### config.mk
export PLATFORM = sky130hd
export DESIGN_NAME = alu_share_arbiter
export DESIGN_NICKNAME = d
export VERILOG_FILES = /design/src/rtl/alu_share_arbiter_pkg.sv /design/src/rtl/alu_share_arbiter_rr_arbiter2.sv /design/src/rtl/alu_share_arbiter.sv
export SDC_FILE = /design/constraint.sdc
export NUM_CORES = 1
export LEC_CHECK = 0
export ABC_AREA = 1
export CORE_ASPECT_RATIO = 1.5
export CORE_UTILIZATION = 39
export DETAILED_ROUTE_END_ITERATION = 16
export GPL_ROUTABILITY_DRIVEN = 0
export PLACE_DENSITY_LB_ADDON = 0.3
export SYNTH_ARGS = -nofsm -noshare
export SYNTH_HDL_FRONTEND = slang
export SYNTH_HIERARCHICAL = 1
export SYNTH_SLANG_ARGS = --single-unit
### constraint.sdc
create_clock -name clk -period 2.05 [get_ports clk]
set_input_delay 0.615 -clock clk [delete_from_list [all_inputs] [get_ports clk]]
set_output_delay 0.615 -clock clk [all_outputs]
set_load 0.02 [all_outputs]
### src/rtl/alu_share_arbiter_pkg.sv
// ============================================================================
//  Module      : alu_share_arbiter_pkg
//  Description : Shared FSM encoding, ALU flag bit positions and opcodes for
//                the two-port ALU sharing arbiter.
//  Revision    : 1.0 - initial release
// ============================================================================
`default_nettype none

package alu_share_arbiter_pkg;

    typedef enum logic [1:0] {
        ST_IDLE = 2'd0,
        ST_EXEC = 2'd1,
        ST_RESP = 2'd2
    } state_e;

    // Bit positions inside the {N,Z,C,V} flag nibble
    localparam int C_FLAG_N = 3;
    localparam int C_FLAG_Z = 2;
    localparam int C_FLAG_C = 1;
    localparam int C_FLAG_V = 0;

    localparam logic [3:0] C_OP_ADD = 4'd0;
    localparam logic [3:0] C_OP_SUB = 4'd1;
    localparam logic [3:0] C_OP_AND = 4'd2;
    localparam logic [3:0] C_OP_OR  = 4'd3;
    localparam logic [3:0] C_OP_XOR = 4'd4;

endpackage

`default_nettype wire

### src/rtl/alu_share_arbiter_rr_arbiter2.sv
// ============================================================================
//  Module      : alu_share_arbiter_rr_arbiter2
//  Description : Two-input arbiter producing a one-hot grant and winner id.
//                FIXED_PRIO_EN selects fixed priority (port 0 wins ties).
//  Revision    : 1.0 - initial release
// ============================================================================
`default_nettype none

module alu_share_arbiter_rr_arbiter2 (
`ifndef FIXED_PRIO_EN
    input  logic       rr_ptr_i,
`endif
    input  logic       valid0_i,
    input  logic       valid1_i,
    output logic [1:0] grant_o,
    output logic       winner_o
);

    always_comb begin
        grant_o  = 2'b00;
`ifdef FIXED_PRIO_EN
        winner_o = !valid0_i;
`else
        // Ties go to the pointer; a lone requester wins regardless of it
        winner_o = (valid0_i && valid1_i) ? rr_ptr_i : valid1_i;
`endif
        if (valid0_i || valid1_i) begin
            grant_o = winner_o ? 2'b10 : 2'b01;
        end
    end

endmodule

`default_nettype wire

### src/rtl/alu_share_arbiter.sv
// ============================================================================
//  Module      : alu_share_arbiter
//  Description : Shares one ALU between two valid/ready requesters and returns
//                tagged results. Macro FIXED_PRIO_EN: fixed priority, no rr_ptr.
//  Revision    : 1.0 - initial release
// ============================================================================
`default_nettype none

module alu_share_arbiter
    import alu_share_arbiter_pkg::*;
#(
    parameter int W       = 32,
    parameter int OPW     = 4,
    parameter int ALU_LAT = 1
) (
    input  logic           clk,
    input  logic           rst,
    input  logic           req0_valid,
    output logic           req0_ready,
    input  logic [W-1:0]   req0_a,
    input  logic [W-1:0]   req0_b,
    input  logic [OPW-1:0] req0_op,
    input  logic           req1_valid,
    output logic           req1_ready,
    input  logic [W-1:0]   req1_a,
    input  logic [W-1:0]   req1_b,
    input  logic [OPW-1:0] req1_op,
    output logic           alu_sel,
    output logic [W-1:0]   alu_a,
    output logic [W-1:0]   alu_b,
    output logic [OPW-1:0] alu_op,
    input  logic [W-1:0]   alu_result,
    input  logic [3:0]     alu_flags,
    output logic           rsp_valid,
    input  logic           rsp_ready,
    output logic           rsp_id,
    output logic [W-1:0]   rsp_result,
    output logic [3:0]     rsp_flags
);

    localparam logic [3:0] C_LAT_INIT = 4'(ALU_LAT - 1);

    state_e         state_q, state_d;
    logic           alu_sel_q, alu_sel_d;
    logic [W-1:0]   alu_a_q, alu_a_d;
    logic [W-1:0]   alu_b_q, alu_b_d;
    logic [OPW-1:0] alu_op_q, alu_op_d;
    logic           rsp_valid_q, rsp_valid_d;
    logic           rsp_id_q, rsp_id_d;
    logic [W-1:0]   rsp_result_q, rsp_result_d;
    logic [3:0]     rsp_flags_q, rsp_flags_d;
    logic [3:0]     lat_cnt_q, lat_cnt_d;
`ifndef FIXED_PRIO_EN
    logic           rr_ptr_q, rr_ptr_d;
`endif

    logic [1:0]     w_grant;
    logic           w_winner;
    logic           w_idle;
    logic           w_accept;

    alu_share_arbiter_rr_arbiter2 u_arb (
`ifndef FIXED_PRIO_EN
        .rr_ptr_i (rr_ptr_q),
`endif
        .valid0_i (req0_valid),
        .valid1_i (req1_valid),
        .grant_o  (w_grant),
        .winner_o (w_winner)
    );

    // Readys are also masked while reset is held so nothing is offered then
    assign w_idle     = (state_q == ST_IDLE) && !rst;
    assign req0_ready = w_idle && w_grant[0];
    assign req1_ready = w_idle && w_grant[1];
    assign w_accept   = w_idle && (w_grant != 2'b00);

    always_comb begin
        state_d      = state_q;
        alu_sel_d    = alu_sel_q;
        alu_a_d      = alu_a_q;
        alu_b_d      = alu_b_q;
        alu_op_d     = alu_op_q;
        rsp_valid_d  = rsp_valid_q;
        rsp_id_d     = rsp_id_q;
        rsp_result_d = rsp_result_q;
        rsp_flags_d  = rsp_flags_q;
        lat_cnt_d    = lat_cnt_q;
`ifndef FIXED_PRIO_EN
        rr_ptr_d     = rr_ptr_q;
`endif
        case (state_q)
            ST_IDLE: begin
                if (w_accept) begin
                    alu_sel_d = w_winner;
                    rsp_id_d  = w_winner;
                    alu_a_d   = w_winner ? req1_a  : req0_a;
                    alu_b_d   = w_winner ? req1_b  : req0_b;
                    alu_op_d  = w_winner ? req1_op : req0_op;
                    lat_cnt_d = C_LAT_INIT;
                    state_d   = ST_EXEC;
                end
            end
            ST_EXEC: begin
                if (lat_cnt_q == 4'd0) begin
                    rsp_result_d = alu_result;
                    rsp_flags_d  = alu_flags;
                    rsp_valid_d  = 1'b1;
                    state_d      = ST_RESP;
                end else begin
                    lat_cnt_d = lat_cnt_q - 4'd1;
                end
            end
            ST_RESP: begin
                if (rsp_ready) begin
                    rsp_valid_d = 1'b0;
`ifndef FIXED_PRIO_EN
                    rr_ptr_d    = ~rsp_id_q;
`endif
                    state_d     = ST_IDLE;
                end
            end
            default: state_d = ST_IDLE;
        endcase
    end

    always_ff @(posedge clk) begin
        if (rst) begin
            state_q      <= ST_IDLE;
            alu_sel_q    <= 1'b0;
            alu_a_q      <= '0;
            alu_b_q      <= '0;
            alu_op_q     <= '0;
            rsp_valid_q  <= 1'b0;
            rsp_id_q     <= 1'b0;
            rsp_result_q <= '0;
            rsp_flags_q  <= 4'd0;
            lat_cnt_q    <= 4'd0;
`ifndef FIXED_PRIO_EN
            rr_ptr_q     <= 1'b0;
`endif
        end else begin
            state_q      <= state_d;
            alu_sel_q    <= alu_sel_d;
            alu_a_q      <= alu_a_d;
            alu_b_q      <= alu_b_d;
            alu_op_q     <= alu_op_d;
            rsp_valid_q  <= rsp_valid_d;
            rsp_id_q     <= rsp_id_d;
            rsp_result_q <= rsp_result_d;
            rsp_flags_q  <= rsp_flags_d;
            lat_cnt_q    <= lat_cnt_d;
`ifndef FIXED_PRIO_EN
            rr_ptr_q     <= rr_ptr_d;
`endif
        end
    end

    assign alu_sel    = alu_sel_q;
    assign alu_a      = alu_a_q;
    assign alu_b      = alu_b_q;
    assign alu_op     = alu_op_q;
    assign rsp_valid  = rsp_valid_q;
    assign rsp_id     = rsp_id_q;
    assign rsp_result = rsp_result_q;
    assign rsp_flags  = rsp_flags_q;

endmodule

`default_nettype wire

* After elaboration in Yosys (flattened, before gate mapping)
Cells that the tools add are included.
Storage, ports and cells: bits in registers 113, input port bits 177, output and inout port bits 109
Cells by class: $add $sub $neg 1, equal/unequal tests 6, mux-type cells 16, bitwise logic cells 1, reduce and logical (&&, ||, !) cells 18
Operators by type and width (count):
- two-way mux 32 bit | 2
- two-way mux 4 bit | 3
- two-way mux 2 bit | 5
- AND reduction 3 bit | 3
- inequality test 2 bit, second input constant | 4
- one-hot mux 4 bit (2 select lines) | 1
- one-hot mux 2 bit (3 select lines) | 1
- AND reduction 2 bit | 3
- nonzero test 2 bit | 3
- logical AND 1 bit | 5
- logical NOT 4 bit | 1
- subtractor 4 x 1 -> 4 bit, second input constant | 1
- two-way mux 1 bit | 3
- equality test 2 x 1 -> 1 bit, second input constant | 1
- equality test 2 bit, second input constant | 1
- logical NOT 2 bit | 1
- one-hot mux 1 bit (2 select lines) | 1
- logical NOT 1 bit | 1
- logical OR 1 bit | 1
- NOT 1 bit | 1

* Depth between registers and ports, before layout
word-level depth 8, depth in mapped cells 11, mapped depth without buffers 10

* Modules after synthesis
The synthesis kept the hierarchy.
By module, submodules not included:
- alu_share_arbiter | times used 1, cells each 744, area an instance 5153.7 um^2, seq. area each 2262.2 um^2
- alu_share_arbiter_rr_arbiter2 | times used 1, cells each 6, area an instance 25.0 um^2, seq. area each 0.0 um^2

* Worst setup path before layout
Ideal clock, no wire load.
path type input -> output, from input port rst, to output port req0_ready, data arrival time 1.295 ns, setup slack 0.140 ns, stages 4, buffers on the path 1, cells stage by stage inv_2 > clkbuf_1 > nand2_1 > nor2_1
Between the ends: longest elaborated chain between the ends 3
RTL lines:
- start: declaration | line alu_share_arbiter.sv:17 | input logic rst,
- logical NOT 1 bit | line alu_share_arbiter.sv:73 | assign w_idle = (state_q == ST_IDLE) && !rst;
- logical AND 1 bit | line alu_share_arbiter.sv:73
- logical AND 1 bit | line alu_share_arbiter.sv:74 | assign req0_ready = w_idle && w_grant[0];
- end: declaration | line alu_share_arbiter.sv:19 | output logic req0_ready,
No other way between the ends.

* Worst setup path in the final report
from register alu_b_q[26], in the netlist alu_b[26], to output port alu_b[26]
RTL lines:
- start: declaration | line alu_share_arbiter.sv:46 | logic [W-1:0] alu_b_q, alu_b_d;
- start signal: assignment | line alu_share_arbiter.sv:146 | alu_b_q <= alu_b_d;
- end: declaration | line alu_share_arbiter.sv:30 | output logic [W-1:0] alu_b,
No word-level cell between the ends.

==> Implementation_results.wiki <==
{| class="wikitable"
! Metric !! Value
|-
| Status || complete, no violations
|-
| P&R area growth vs syn || 69.3%
|-
| Buffers plus inverters on the worst setup path || 1
|-
| HPWL after detailed placement || 10900 um
|-
| Via count of the first global-routing pass || 4761
|-
| Total I/O pin count || 286
|-
| Data required time of the worst path || 1.43 ns
|-
| Hold wc startpoint || alu_a[16]$_SDFFE_PP0P_
|-
| Netlist area before placement || 5180 sq um
|-
| Crit Reg-Reg Startpoint || rr_ptr_q$_SDFFE_PP0P_
|-
| Mean routed wirelength per cell || 12.4 um
|-
| Type of the worst min-delay path || reg -> reg
|-
| Vias post-DR || 5426
|-
| Hold Path Depth || 2
|-
| Buffers added on ports || 285
|-
| Number of buffers created by CTS || 17
|-
| Portion of the post-synthesis area used by sequential elements || 0.437
|-
| Number of levels the H-tree was split into || 4
|-
| Standard cell core area || 13000 sq um
|-
| Largest area contributor in the netlist || sky130_fd_sc_hd__dfxtp_1
|-
| Die outline width || 96.1 um
|-
| Layout Cells excl Fill || 1196
|-
| Clock slew at reported path FFs || 0.05 ns
|-
| DRC marker count from the first detailed-route iteration || 84
|-
| Leakage component of the power || 3.65 nW
|-
| Placed Cells || 1163
|-
| Min cycle time layout || 2.01 ns
|-
| Power density relative to cell area || 863 nW/um^2
|-
| Syn_nets || 929
|-
| Crit path max-delay cell type || sky130_fd_sc_hd__clkdlybuf4s50_1
|-
| Fraction of the cycle the final worst path needs || 0.979
|-
| Initial Utilization || 0.400
|-
| Count of cell types in the netlist || 24
|-
| Vias/cell || 4.54
|-
| Biggest fanout along the worst timing path || 2
|-
| Avg Inst Size Synth || 6.90 sq um
|-
| Maximum buffer depth of the clock tree || 2
|-
| Count of pins over their slew limit || 0
|-
| Cell chosen for the clock root || sky130_fd_sc_hd__clkbuf_16
|-
| Nature of the critical path startpoint || register
|-
| Share of final-layout standard cells stronger than drive strength 1 || 0.0637
|-
| Worst setup path class || reg -> out
|-
| Residual overflow from global routing || 0
|-
| Pin slew with the least headroom to its limit || 0.613 ns
|-
| Hold Path End || alu_a[16]$_SDFFE_PP0P_
|-
| Reg-to-Reg End || alu_a[18]$_SDFFE_PP0P_
|-
| Hold-fix buffers, CTS || 0
|-
| Maximum achievable frequency || 0.498 GHz
|-
| Antenna-violating nets left || 0
|-
| Critical-path cell list || clkdlybuf4s50_1
|-
| # clock sinks || 113
|-
| Cell class contributing the biggest share of worst-path delay || buffers and inverters
|-
| NumNets Final || 1202
|-
| Count of state elements after synthesis || 113
|-
| Final setup violation count || 0
|-
| PnR Total Power || 7.56 mW
|-
| Crit path DAT || 1.39 ns
|-
| Crit path capture type || output pin
|-
| Standard-cell rows || 51
|-
| All-layer global routing usage || 0.215
|-
| Setup TNS || 0 ns
|-
| DRT Wirelength || 14800 um
|-
| Count of endpoints failing hold in the final timing report || 0
|-
| RSZ-0062 raised after global routing || false
|-
| Worst R2R Setup Slack || 0.51 ns
|-
| Final setup skew || 0.00992 ns
|-
| Clock tree from TritonCTS || yes
|-
| First-pass GRT wire length || 22400 um
|-
| Pin count of the biggest net entering global routing || 65
|-
| Share of the synthesized area in the top cell type || 0.437
|-
| Vertical die dimension || 143 um
|-
| Number of iterations in the first detailed-routing pass || 4
|-
| Final routed DRC violation total || 0
|-
| Total number of yosys warnings || 6
|-
| Initial antenna violation count || 1
|-
| Number of cells on the worst reg-to-reg path || 8
|-
| Die Outline Area || 13800 sq um
|-
| Commonest non-fill, non-tap cell in the layout || sky130_fd_sc_hd__clkdlybuf4s50_1
|-
| Final hold slack || 0.441 ns
|-
| Crit path from || alu_b[26]$_SDFFE_PP0P_
|-
| Slowest stage delay, CP || 0.64 ns
|-
| Post-CTS Setup Inserts || 0
|-
| Commonest non-fill, non-tap cells in the layout || sky130_fd_sc_hd__clkdlybuf4s50_1 (275), sky130_fd_sc_hd__inv_1 (148), sky130_fd_sc_hd__o21ai_0 (135), sky130_fd_sc_hd__dfxtp_1 (113)
|-
| Post-synthesis instance total || 750
|-
| Max Cap Violations || 0
|-
| Insertion delay to the later sink of the worst-skew pair || 0.41 ns
|-
| Worst ir drop on vdd || 0.516 mV
|-
| Dominant cells by area after synthesis || sky130_fd_sc_hd__dfxtp_1 (44%), sky130_fd_sc_hd__o21ai_0 (13%), sky130_fd_sc_hd__inv_1 (11%), sky130_fd_sc_hd__a21oi_1 (7.1%), sky130_fd_sc_hd__nand2_1 (6.2%)
|-
| Remaining max-slew budget at the tightest pin || 0.590
|}
synth_stat cells (all sizes together):
cell / instances
o21ai: 174
inv: 152
dfxtp: 113
nand2: 87
nor2: 87
a21oi: 74
buf: 28
clkbuf: 22
nand3: 10
ha: 2
nand3b: 1
layer usage:
layer	global-route usage	up-vias	wire, um
met5	0	-	0
met4	0.0888	0	266
met3	0.0841	16	1400
met2	0.387	189	7590
met1	0.214	2335	5530
li1	-	2886	-
state kept, by name, summed over array words and instances, names as in the netlist:
signal	cells
alu_op	4
rsp_result	32
lat_cnt_q	4
rsp_valid	1
rsp_id	1
state_q	2
alu_b	32
rr_ptr_q	1
alu_a	32
rsp_flags	4
area by class of cell:
class	instances	area, sq um
antenna	1	2.50
clock buffer	17	425
clock inverter	15	234
fill	1118	4190
inverter	152	571
multi-input combinational	435	2030
sequential	113	2260
tap	159	199
timing repair buffer	304	3050
timing repair:
item                       CTS  global route
pin swaps                    0             1
gates resized for setup     19             4
setup endpoints to repair   15             6
gates cloned                 0             0
how the worst max path moves through the flow:
stage                     cells past startpoint    endpoint
after CTS                                     1   alu_a[17]
after global routing                          1   alu_a[17]
after detailed placement                      6  req0_ready
after global placement                        6  req0_ready
after floorplan                               4  req0_ready
final                                         1   alu_b[26]
through the flow:
step | cell area (sq um) | util | setup WS (ns)
CTS | 8750 | 0.676 | 0.00647
global route | 8770 | 0.677 | 0.00243
finish | 8770 | 0.677 | 0.0422
global placement | 8100 | 0.625 | -0.628
floorplan | 5180 | - | 0.140
detailed placement | 8100 | 0.625 | -0.627
power by group:
part | total (mW) | switching, mW | internal [mW]
combinational | 1.77 | 0.874 | 0.897
clock | 3.26 | 1.08 | 2.17
sequential | 2.54 | 0.111 | 2.42
total | 7.56 | 2.07 | 5.49
cells by family (layout without fill, tap and decap cells):
family | Yosys count | after routing | share of synthesized area
simple gates | 185 | 185 | 0.144
flops | 113 | 113 | 0.437
fa+ha+maj | 2 | 2 | 0.00483
compound gates | 248 | 248 | 0.240
buf+inv | 202 | 488 | 0.174
other cells | 0 | 1 | 0
No activity file was read; power rests on OpenSTA's default activity.
